## src/rtl/rational_crossing_pkg.sv

```systemverilog
// Shared definitions for the rational clock crossing (source and sink ends).
// Provides the 2-bit Johnson token type, its four legal values in sequence
// order, and the single-step advance function used by both ends.
package rational_crossing_pkg;

   typedef logic [1:0] rc_token_t;

   // Token sequence: 00 -> 01 -> 11 -> 10 -> 00
   localparam rc_token_t RC_TOK0 = 2'b00;
   localparam rc_token_t RC_TOK1 = 2'b01;
   localparam rc_token_t RC_TOK2 = 2'b11;
   localparam rc_token_t RC_TOK3 = 2'b10;

   function automatic rc_token_t rc_next(input rc_token_t t);
      return {t[0], ~t[1]};
   endfunction

endpackage

```

## src/rtl/crossing_skid_queue.sv

```systemverilog
// Small FIFO used as the registered front end of the crossing source.
// Ports:
//   clk_i, rst_i   clock and synchronous active-high reset
//   push_valid_i   write request (caller qualifies it with its own ready)
//   push_bits_i    write data
//   pop_ready_i    read request; a pop happens only when not empty
//   pop_bits_o     head entry, forced to zero while empty
//   full_o         no free slot at the start of the cycle
//   empty_o        no valid entry at the start of the cycle
module crossing_skid_queue #(
   parameter int W     = 64,
   parameter int DEPTH = 2
) (
   input  logic         clk_i,
   input  logic         rst_i,
   input  logic         push_valid_i,
   input  logic [W-1:0] push_bits_i,
   input  logic         pop_ready_i,
   output logic [W-1:0] pop_bits_o,
   output logic         full_o,
   output logic         empty_o
);

   localparam int PW = (DEPTH > 1) ? $clog2(DEPTH) : 1;
   localparam int CW = $clog2(DEPTH + 1);

   logic [W-1:0]  mem_q [DEPTH];
   logic [PW-1:0] wr_ptr_q, wr_ptr_d;
   logic [PW-1:0] rd_ptr_q, rd_ptr_d;
   logic [CW-1:0] cnt_q, cnt_d;
   logic          push, pop;

   function automatic logic [PW-1:0] ptr_inc(input logic [PW-1:0] p);
      return (p == PW'(DEPTH - 1)) ? '0 : p + PW'(1);
   endfunction

   assign full_o  = (cnt_q == CW'(DEPTH));
   assign empty_o = (cnt_q == '0);
   assign pop     = pop_ready_i & ~empty_o;
   // A push while full is taken only when a pop frees a slot in the same cycle;
   // the incoming beat lands in the slot being vacated and occupancy holds.
   assign push    = push_valid_i & (~full_o | pop);

   // Empty queue presents zero so the head never shows a stale entry.
   assign pop_bits_o = empty_o ? '0 : mem_q[rd_ptr_q];

   always_comb begin
      wr_ptr_d = wr_ptr_q;
      rd_ptr_d = rd_ptr_q;
      cnt_d    = cnt_q;
      if (push) wr_ptr_d = ptr_inc(wr_ptr_q);
      if (pop)  rd_ptr_d = ptr_inc(rd_ptr_q);
      case ({push, pop})
         2'b10:   cnt_d = cnt_q + CW'(1);
         2'b01:   cnt_d = cnt_q - CW'(1);
         default: cnt_d = cnt_q;
      endcase
   end

   always_ff @(posedge clk_i) begin
      if (rst_i) begin
         wr_ptr_q <= '0;
         rd_ptr_q <= '0;
         cnt_q    <= '0;
      end else begin
         wr_ptr_q <= wr_ptr_d;
         rd_ptr_q <= rd_ptr_d;
         cnt_q    <= cnt_d;
      end
   end

   always_ff @(posedge clk_i) begin
      if (push) mem_q[wr_ptr_q] <= push_bits_i;
   end

endmodule

```

## src/rtl/rational_crossing_source.sv

```systemverilog
// Sender end of a rational-ratio clock crossing for one channel. Everything
// runs on the sender clock; the sink's ready/token arrive from an
// integer-ratio related clock and are only used combinationally.
// A Johnson token (x_source) paired with the sink's echoed token (x_sink)
// bounds the crossing to at most two beats in flight.
// Ports:
//   clock, reset   sender clock, synchronous active-high reset
//   enq_valid/enq_ready/enq_bits   upstream beat handshake and payload
//   x_bits0        payload of the beat currently offered
//   x_bits1        copy of the payload held for slow-side sampling
//   x_valid        crossing valid
//   x_source       token of the beat on x_bits0
//   x_ready        sink ready
//   x_sink         sink's token (next token it expects)
module rational_crossing_source
   import rational_crossing_pkg::*;
#(
   parameter int W       = 64,
   parameter bit ENQ_REG = 1'b1
) (
   input  logic         clock,
   input  logic         reset,
   input  logic         enq_valid,
   output logic         enq_ready,
   input  logic [W-1:0] enq_bits,
   output logic [W-1:0] x_bits0,
   output logic [W-1:0] x_bits1,
   output logic         x_valid,
   output rc_token_t    x_source,
   input  logic         x_ready,
   input  rc_token_t    x_sink
);

   rc_token_t    count_q, count_d;
   logic [W-1:0] bits1_q, bits1_d;
   logic         head_valid;
   logic [W-1:0] head_bits;
   logic         equal, may_fire, fire_x;

   assign equal = (count_q == x_sink);
   // In step with the sink: follow its ready. Otherwise the top token bit
   // against the sink's low bit decides whether one beat of run-ahead is free.
   assign may_fire = equal ? x_ready : (count_q[1] != x_sink[0]);
   assign fire_x   = head_valid & may_fire;

   if (ENQ_REG) begin : g_skid
      logic q_full, q_empty;

      crossing_skid_queue #(.W(W), .DEPTH(2)) u_queue (
         .clk_i        (clock),
         .rst_i        (reset),
         .push_valid_i (enq_valid & enq_ready),
         .push_bits_i  (enq_bits),
         .pop_ready_i  (may_fire),
         .pop_bits_o   (head_bits),
         .full_o       (q_full),
         .empty_o      (q_empty)
      );

      assign head_valid = ~q_empty;
      assign enq_ready  = ~q_full & ~reset;
   end else begin : g_direct
      assign head_valid = enq_valid;
      assign head_bits  = enq_bits;
      assign enq_ready  = may_fire & ~reset;
   end

   assign x_valid  = head_valid & ~reset;
   assign x_bits0  = reset ? '0 : head_bits;
   assign x_source = count_q;
   assign x_bits1  = bits1_q;

   always_comb begin
      count_d = count_q;
      bits1_d = bits1_q;
      if (fire_x) count_d = rc_next(count_q);
      // The held copy tracks the head whenever the sink is in step, fired or not.
      if (equal)  bits1_d = head_bits;
   end

   always_ff @(posedge clock) begin
      if (reset) begin
         count_q <= RC_TOK0;
         bits1_q <= '0;
      end else begin
         count_q <= count_d;
         bits1_q <= bits1_d;
      end
   end

`ifndef SYNTHESIS
   a_sink_not_ahead: assert property (@(posedge clock) disable iff (reset)
      x_sink != rc_next(rc_next(count_q)));
   a_hold_until_fire: assert property (@(posedge clock) disable iff (reset)
      (x_valid && !fire_x) |=> (x_valid && $stable(x_bits0)));
`endif

endmodule

```

## config.mk

```make
export PLATFORM = sky130hd
export DESIGN_NAME = rational_crossing_source
export DESIGN_NICKNAME = d
export VERILOG_FILES = /design/src/rtl/rational_crossing_pkg.sv /design/src/rtl/crossing_skid_queue.sv /design/src/rtl/rational_crossing_source.sv
export SDC_FILE = /design/constraint.sdc
export NUM_CORES = 1
export LEC_CHECK = 0
export ABC_AREA = 1
export CAP_MARGIN = 20
export CORE_AREA = 2 2 166 168
export CTS_CLUSTER_SIZE = 40
export DETAILED_ROUTE_END_ITERATION = 10
export DIE_AREA = 0 0 168 170
export PLACE_DENSITY_LB_ADDON = 0.12
export SETUP_SLACK_MARGIN = 0.2
export SYNTH_ARGS = -nofsm -noshare
export SYNTH_HDL_FRONTEND = slang
export SYNTH_SLANG_ARGS = --single-unit
export TNS_END_PERCENT = 50
```

## constraint.sdc

```tcl
create_clock -name clock -period 6.8 [get_ports clock]
set_clock_uncertainty 0.2 [all_clocks]
set_input_delay 1.36 -clock clock [delete_from_list [all_inputs] [get_ports clock]]
set_output_delay 1.36 -clock clock [all_outputs]
set_load 0.01 [all_outputs]
```

==> results of run 1 <==
[through the flow]
step | power (W) | util | instance area [um^2]
final | 0.00411 | 0.407 | 10800
after floorplan | 0.00248 | - | 7950
after CTS | 0.00419 | 0.407 | 10800
after global placement | 0.00315 | 0.384 | 10200
after global routing | 0.00439 | 0.407 | 10800
after detailed placement | 0.00314 | 0.384 | 10200
[cell families after synthesis]
family,after synthesis,share of synthesized area
simple gates,420,0.237
flops,199,0.662
buf+inv,71,0.0436
compound gates,70,0.0535
xor+xnor,2,0.00220
fa+ha+maj,1,0.00157
[synth_stat cells]
library cell / number / share of area
a21oi_1: 48 / 0.030
a21oi_2: 20 / 0.022
and3_1: 1 / 0.00079
buf_1: 2 / 0.00094
buf_2: 21 / 0.013
buf_6: 7 / 0.0099
clkbuf_1: 25 / 0.012
clkinv_2: 1 / 0.00063
dfxtp_1: 71 / 0.18
edfxtp_1: 128 / 0.48
ha_1: 1 / 0.0016
inv_1: 12 / 0.0057
inv_2: 3 / 0.0014
nand2_1: 124 / 0.059
nand2_2: 22 / 0.017
nand3_1: 6 / 0.0038
nor2_1: 138 / 0.065
nor3_1: 65 / 0.041
nor4_1: 64 / 0.050
o21ai_0: 2 / 0.0013
xnor2_1: 1 / 0.0011
xor2_1: 1 / 0.0011
[worst min-delay path, cell delays in order (launching register included)]
cell	delay [ns]
dfxtp_1	0.31
nand2_1	0.06
a21oi_1	0.05
[final timing paths]
check	end	start	cells past startpoint	slack, ns
worst max-delay path	x_bits0[34]	reset	4	2.08
worst min register to register	x_bits1[58]	x_bits1[58]	2	0.27
worst min-delay path	x_bits1[58]	x_bits1[58]	2	0.27
worst max register to register	g_skid.u_queue.cnt_q[1]	x_source[1]	12	3.95
[final cells by class]
type                            count  area [um^2]
Inverter                           16         62.6
Clock inverter                     14          161
Tap cell                          341          427
Fill cell                        2582        15800
Clock buffer                       18          439
Multi-Input combinational cell    493         2370
Sequential cell                   199         5270
Timing Repair Buffer              212         2120
[state kept, by name, indices dropped and copies added, names as in the netlist, named ones only]
signal	count
g_skid.u_queue.mem_q	128
x_bits1	64
g_skid.u_queue.cnt_q	2
x_source	2
g_skid.u_queue.rd_ptr_q	1
g_skid.u_queue.wr_ptr_q	1
[where the power goes]
part | switching (W) | leakage, nW | internal (W) | total, W
clock network | 0.000494 | 0.293 | 0.000535 | 0.00103
registers | 0.0000665 | 1.75 | 0.00142 | 0.00149
logic | 0.000982 | 1.51 | 0.000609 | 0.00159
[per-layer routing]
layer	GRT usage	vias up
met5	0	-
li1	-	3024
met1	0.202	2903
met2	0.267	168
met3	0.0430	22
met4	0.0457	0
==> impl_results.md, run 1 <==
- Number of global-route vias before repair: approximately 6.0k
- Worst path slowest cell: buf_4
- Sequential share of the synthesized area: 0.662
- Worst-Margin Slew: roughly 0.95 ns
- Share of post-route cells with drive strength above 1: 0.0987
- H-tree lvl count: 4
- Most frequent CP cell: buf_4
- Synth cell types: 22
- Final wirelength: approximately 22 mm
- Final min period: between 4 and 5 ns
- Sum of buffers and inverters on the critical path: 3
- CTS clk-pin slew, worst paths: 0.07 ns
- Chip height: 170 um
- Mapped Avg Cell Area: 10.4 um^2
- WS Path Type: in2out
- CTS resizes: 0
- Required @ worst endpoint: roughly 5.2 ns
- Vias: roughly 6.1k
- Final setup viols: 0
- Met3 WL: 1.20 mm
- CP max FO: 75
- Rows: 60
- First-pass GRT wire length: 34.5 mm
- Worst path cell trace: buf_4 -> buf_4 -> nor4_1 -> clkdlybuf4s50_1
- DRC Markers: 0
- Commonest cells after routing, fill and taps aside: clkdlybuf4s50_1 (200), nor2_1 (135), edfxtp_1 (128), nand2_1 (124), dfxtp_1 (70)
- Commonest non-fill, non-tap cell in the layout: clkdlybuf4s50_1
- Peak supply drop: 0.245 mV
- Syn. warnings: 0
- Worst skew pair latency: 0.42 ns
- Initial antenna violation count: 0
- Num CTS Buffers: 17
- Total setup buffers inserted after CTS: 0
- Ant diodes: 0
- DR vias/cell: around 4.7
- Placed cells: 1261
- Hold Fails Final Rpt: 0
- Syn nets: approximately 830
- Global route overflow: 0
- Cts-stage hold buffer count: 0
- Crit path DAT: 3.16 ns
- Leakage power: 3.56 nW
- Setup ws final: 2.08 ns
- Yosys reg bits: 199
- Drt first pass iters: 5
- Largest net degree at the start of global routing: 80
- Die W: 168 um
- Final net count: 1010
- HPWL Detailed: 13.6 mm
- Unrepaired setup endpoints after global routing: no
- Fin cells: 1293
- Die area: 28600 um^2
- Slew HR: 0.369
- Post-synthesis cell area: ~8000 um^2
- MaxCap Viol Count: 0
- GRT Util Overall: 0.159
- CP max stage delay: 0.70 ns
- Top layer used by detailed routing: met4
- Setup WS pre-CTS: slightly above 2 ns
- # IOs: 202
- Wire length on met2: ~11 mm
- Area grow syn2layout: 36.3%
- Clock Tree Root: clkbuf_16
- GPL Wtd Cong: 0.729
- Max-slew violations: 0
- DR WL/cell: about 17 um
- Cell area power density: 379 nW/um^2
- Gate Count Post-Synth: 763
- DRT met1 WL: 9.99 mm
- Initial Util: 0.298
- Fin crit share: 0.695
- Fmax: 0.212 GHz
- Hold Path Class: reg2reg
- CTS sink count: 199
- Final setup TNS: 0 ns
- Largest delay contributor family on the critical path: buffers and inverters
- Deepest clock path buffer count: 2
- CTS tree: done
- Initial DRC Count: 292
- Core Area: 26700 um^2
- Type of element launching the critical path: input port
- Count of input and output buffers: 201
- Detail Route Antenna Nets: 0
- Status: finished clean
- Worst hold margin: 0.265 ns
- CP endpoint kind: output port
(Power assumes the default switching activity.)
==> run 2, diff against run 1 <==
clock period = 4.8 ns   (was 6.8 ns; I/O delays follow)
==> run 2 against run 1 <==
  * Worst setup slack got worse by 1.0 ns
  * Worst hold slack improved by 0.0012 ns
  * Wire length increased by 1.6%
  * Sequential share of layout area decreased by 0.095 points
  * Cell area increased by 0.20%
  * Non-clock buffer count increased by 6
  * Combinational power increased by 43%
  * Count of clock-buffer cells in the layout unchanged
  * Largest power group unchanged
==> impl_results.md, run 2 (synthesis results as in run 1) <==
- Share of post-route cells with drive strength above 1: 0.104 (+0.00564)
- Detail Route Antenna Nets: 0 (unchanged)
- Worst-Margin Slew: 0.858 ns (-0.0893 ns)
- Crit path DAT: 2.60 ns (-0.56 ns)
- Initial DRC Count: 305 (+4.5%)
- WS Path Type: in2out
- Type of element launching the critical path: input port
- GPL Wtd Cong: 0.738 (+1.1%)
- Max-slew violations: 0 (unchanged)
- Hold Fails Final Rpt: 0 (unchanged)
- Initial Util: 0.298 (unchanged)
- Global route overflow: 0 (unchanged)
- CP endpoint kind: output port
- Total setup buffers inserted after CTS: 0 (unchanged)
- DR WL/cell: 17.4 um (+1.1%)
- CTS clk-pin slew, worst paths: 0.07 ns (about the same)
- Leakage power: 3.57 nW (+0.45%)
- Fin crit share: 0.783
- Peak supply drop: 0.271 mV (+10%)
- CTS tree: done
- Max FFs per register: 128 (unchanged)
- First-pass GRT wire length: 34.7 mm (+0.38%)
- Vias: 6050 (-1.1%)
- HPWL Detailed: 14.3 mm (+5.7%)
- Reg area: 5270 um^2 (unchanged)
- Final setup viols: 0 (unchanged)
- Worst skew pair latency: 0.43 ns (about the same)
- Drt first pass iters: 4 (-1)
- Multi-input logic area: 2370 um^2 (unchanged)
- Die W: 168 um (unchanged)
- Initial antenna violation count: 0 (unchanged)
- CP max FO: 45 (-40%)
- GRT Util Overall: 0.158 (-0.000690)
- Ant diodes: 0 (unchanged)
- Required @ worst endpoint: 3.64 ns (-1.60 ns)
- Worst hold margin: 0.266 ns (+0.00123 ns)
- Die area: 28600 um^2 (unchanged)
- Final net count: 1016 (+0.59%)
- # fillers: 2609 (+1.0%)
- # IOs: 202 (unchanged)
- Unrepaired setup endpoints after global routing: no
- Largest net degree at the start of global routing: 73 (-8.8%)
- Cts-stage hold buffer count: 0 (unchanged)
- Count of input and output buffers: 201 (unchanged)
- Chip height: 170 um (unchanged)
- CTS resizes: 0 (unchanged)
- Cell area power density: 532 nW/um^2 (+40%)
- Fmax: 0.266 GHz
- Deepest clock path buffer count: 2 (unchanged)
- CTS sink count: 199 (unchanged)
- DRC Markers: 0 (unchanged)
- Rows: 60 (unchanged)
- H-tree lvl count: 4 (unchanged)
- DR vias/cell: 4.66 (-1.6%)
- Core Area: 26700 um^2 (unchanged)
- Pwr Total: 0.00578 W (+41%)
- Area grow syn2layout: 36.6%
- Final min period: 3.76 ns
- Num CTS Buffers: 17 (unchanged)
- Commonest non-fill, non-tap cell in the layout: clkdlybuf4s50_1
- Clock Tree Root: clkbuf_16
- Slew HR: 0.428 (+0.0596)
- Status: finished clean
- Commonest cells after routing, fill and taps aside: clkdlybuf4s50_1 (200), nor2_1 (135), edfxtp_1 (128), nand2_1 (124), dfxtp_1 (70)
- Largest Register: g_skid.u_queue.mem_q
- Final wirelength: 22.6 mm (+1.6%)
- Number of global-route vias before repair: 6047 (+0.58%)
- Final core occ: 0.408 (+0.000798)
- Hold Path Class: reg2reg
- MaxCap Viol Count: 0 (unchanged)
==> run 2: changes by cell type in the layout (fill, tap and decap cells not counted), sizes merged <==
cell	before	now
bufinv	1	0
buf	12	18
clkinv	7	8
==> run 2: power breakdown <==
part | internal, W | switching (W) | leakage [nW]
sequential | 0.00201 | 0.0000915 | 1.75
clock | 0.000703 | 0.000697 | 0.282
combinational | 0.000880 | 0.00140 | 1.54
total | 0.00360 | 0.00218 | 3.57
==> run 2: worst max-delay path, cell delays in order <==
cell,delay [ns]
buf_4,0.29
buf_4,0.34
nor4_1,0.37
clkdlybuf4s50_1,0.60
==> run 2: routing by layer <==
layer / track usage / routed length, um / vias to the layer above
met2: 0.267 / 10900 / 142
met5: 0 / 0 / -
met4: 0.0480 / 431 / 0
li1: - / - / 3046
met1: 0.201 / 10200 / 2840
met3: 0.0405 / 1100 / 22
==> run 2: path summary, 6_finish.rpt <==
path,start,end,slack [ns],depth (start not counted)
max,reset,x_bits0[6],1.04,4
min,x_bits1[34],x_bits1[34],0.27,2
max reg2reg,g_skid.u_queue.cnt_q[1],g_skid.u_queue.cnt_q[1],2.38,9
min reg2reg,x_bits1[34],x_bits1[34],0.27,2
==> run 2: stage by stage <==
stage	instances	TNS (ns)	setup slack, ns	area (um^2)
2_1_floorplan	763	-12.22	-0.0955	7950
3_3_place_gp	1267	0	1.06	10300
3_5_place_dp	1267	0	1.03	10300
4_1_cts	1299	0	0.901	10900
5_1_grt	1299	0	0.869	10900
6_report	1299	0	1.04	10900
==> run 2: cell type report <==
class / count / area share
multi-input cells: 493 / 0.218
clock buffers: 18 / 0.0404
repair buffers: 218 / 0.199
well taps: 341 / 0.0393
inverters: 16 / 0.00565
flip-flops and latches: 199 / 0.485
clock inverters: 14 / 0.0128
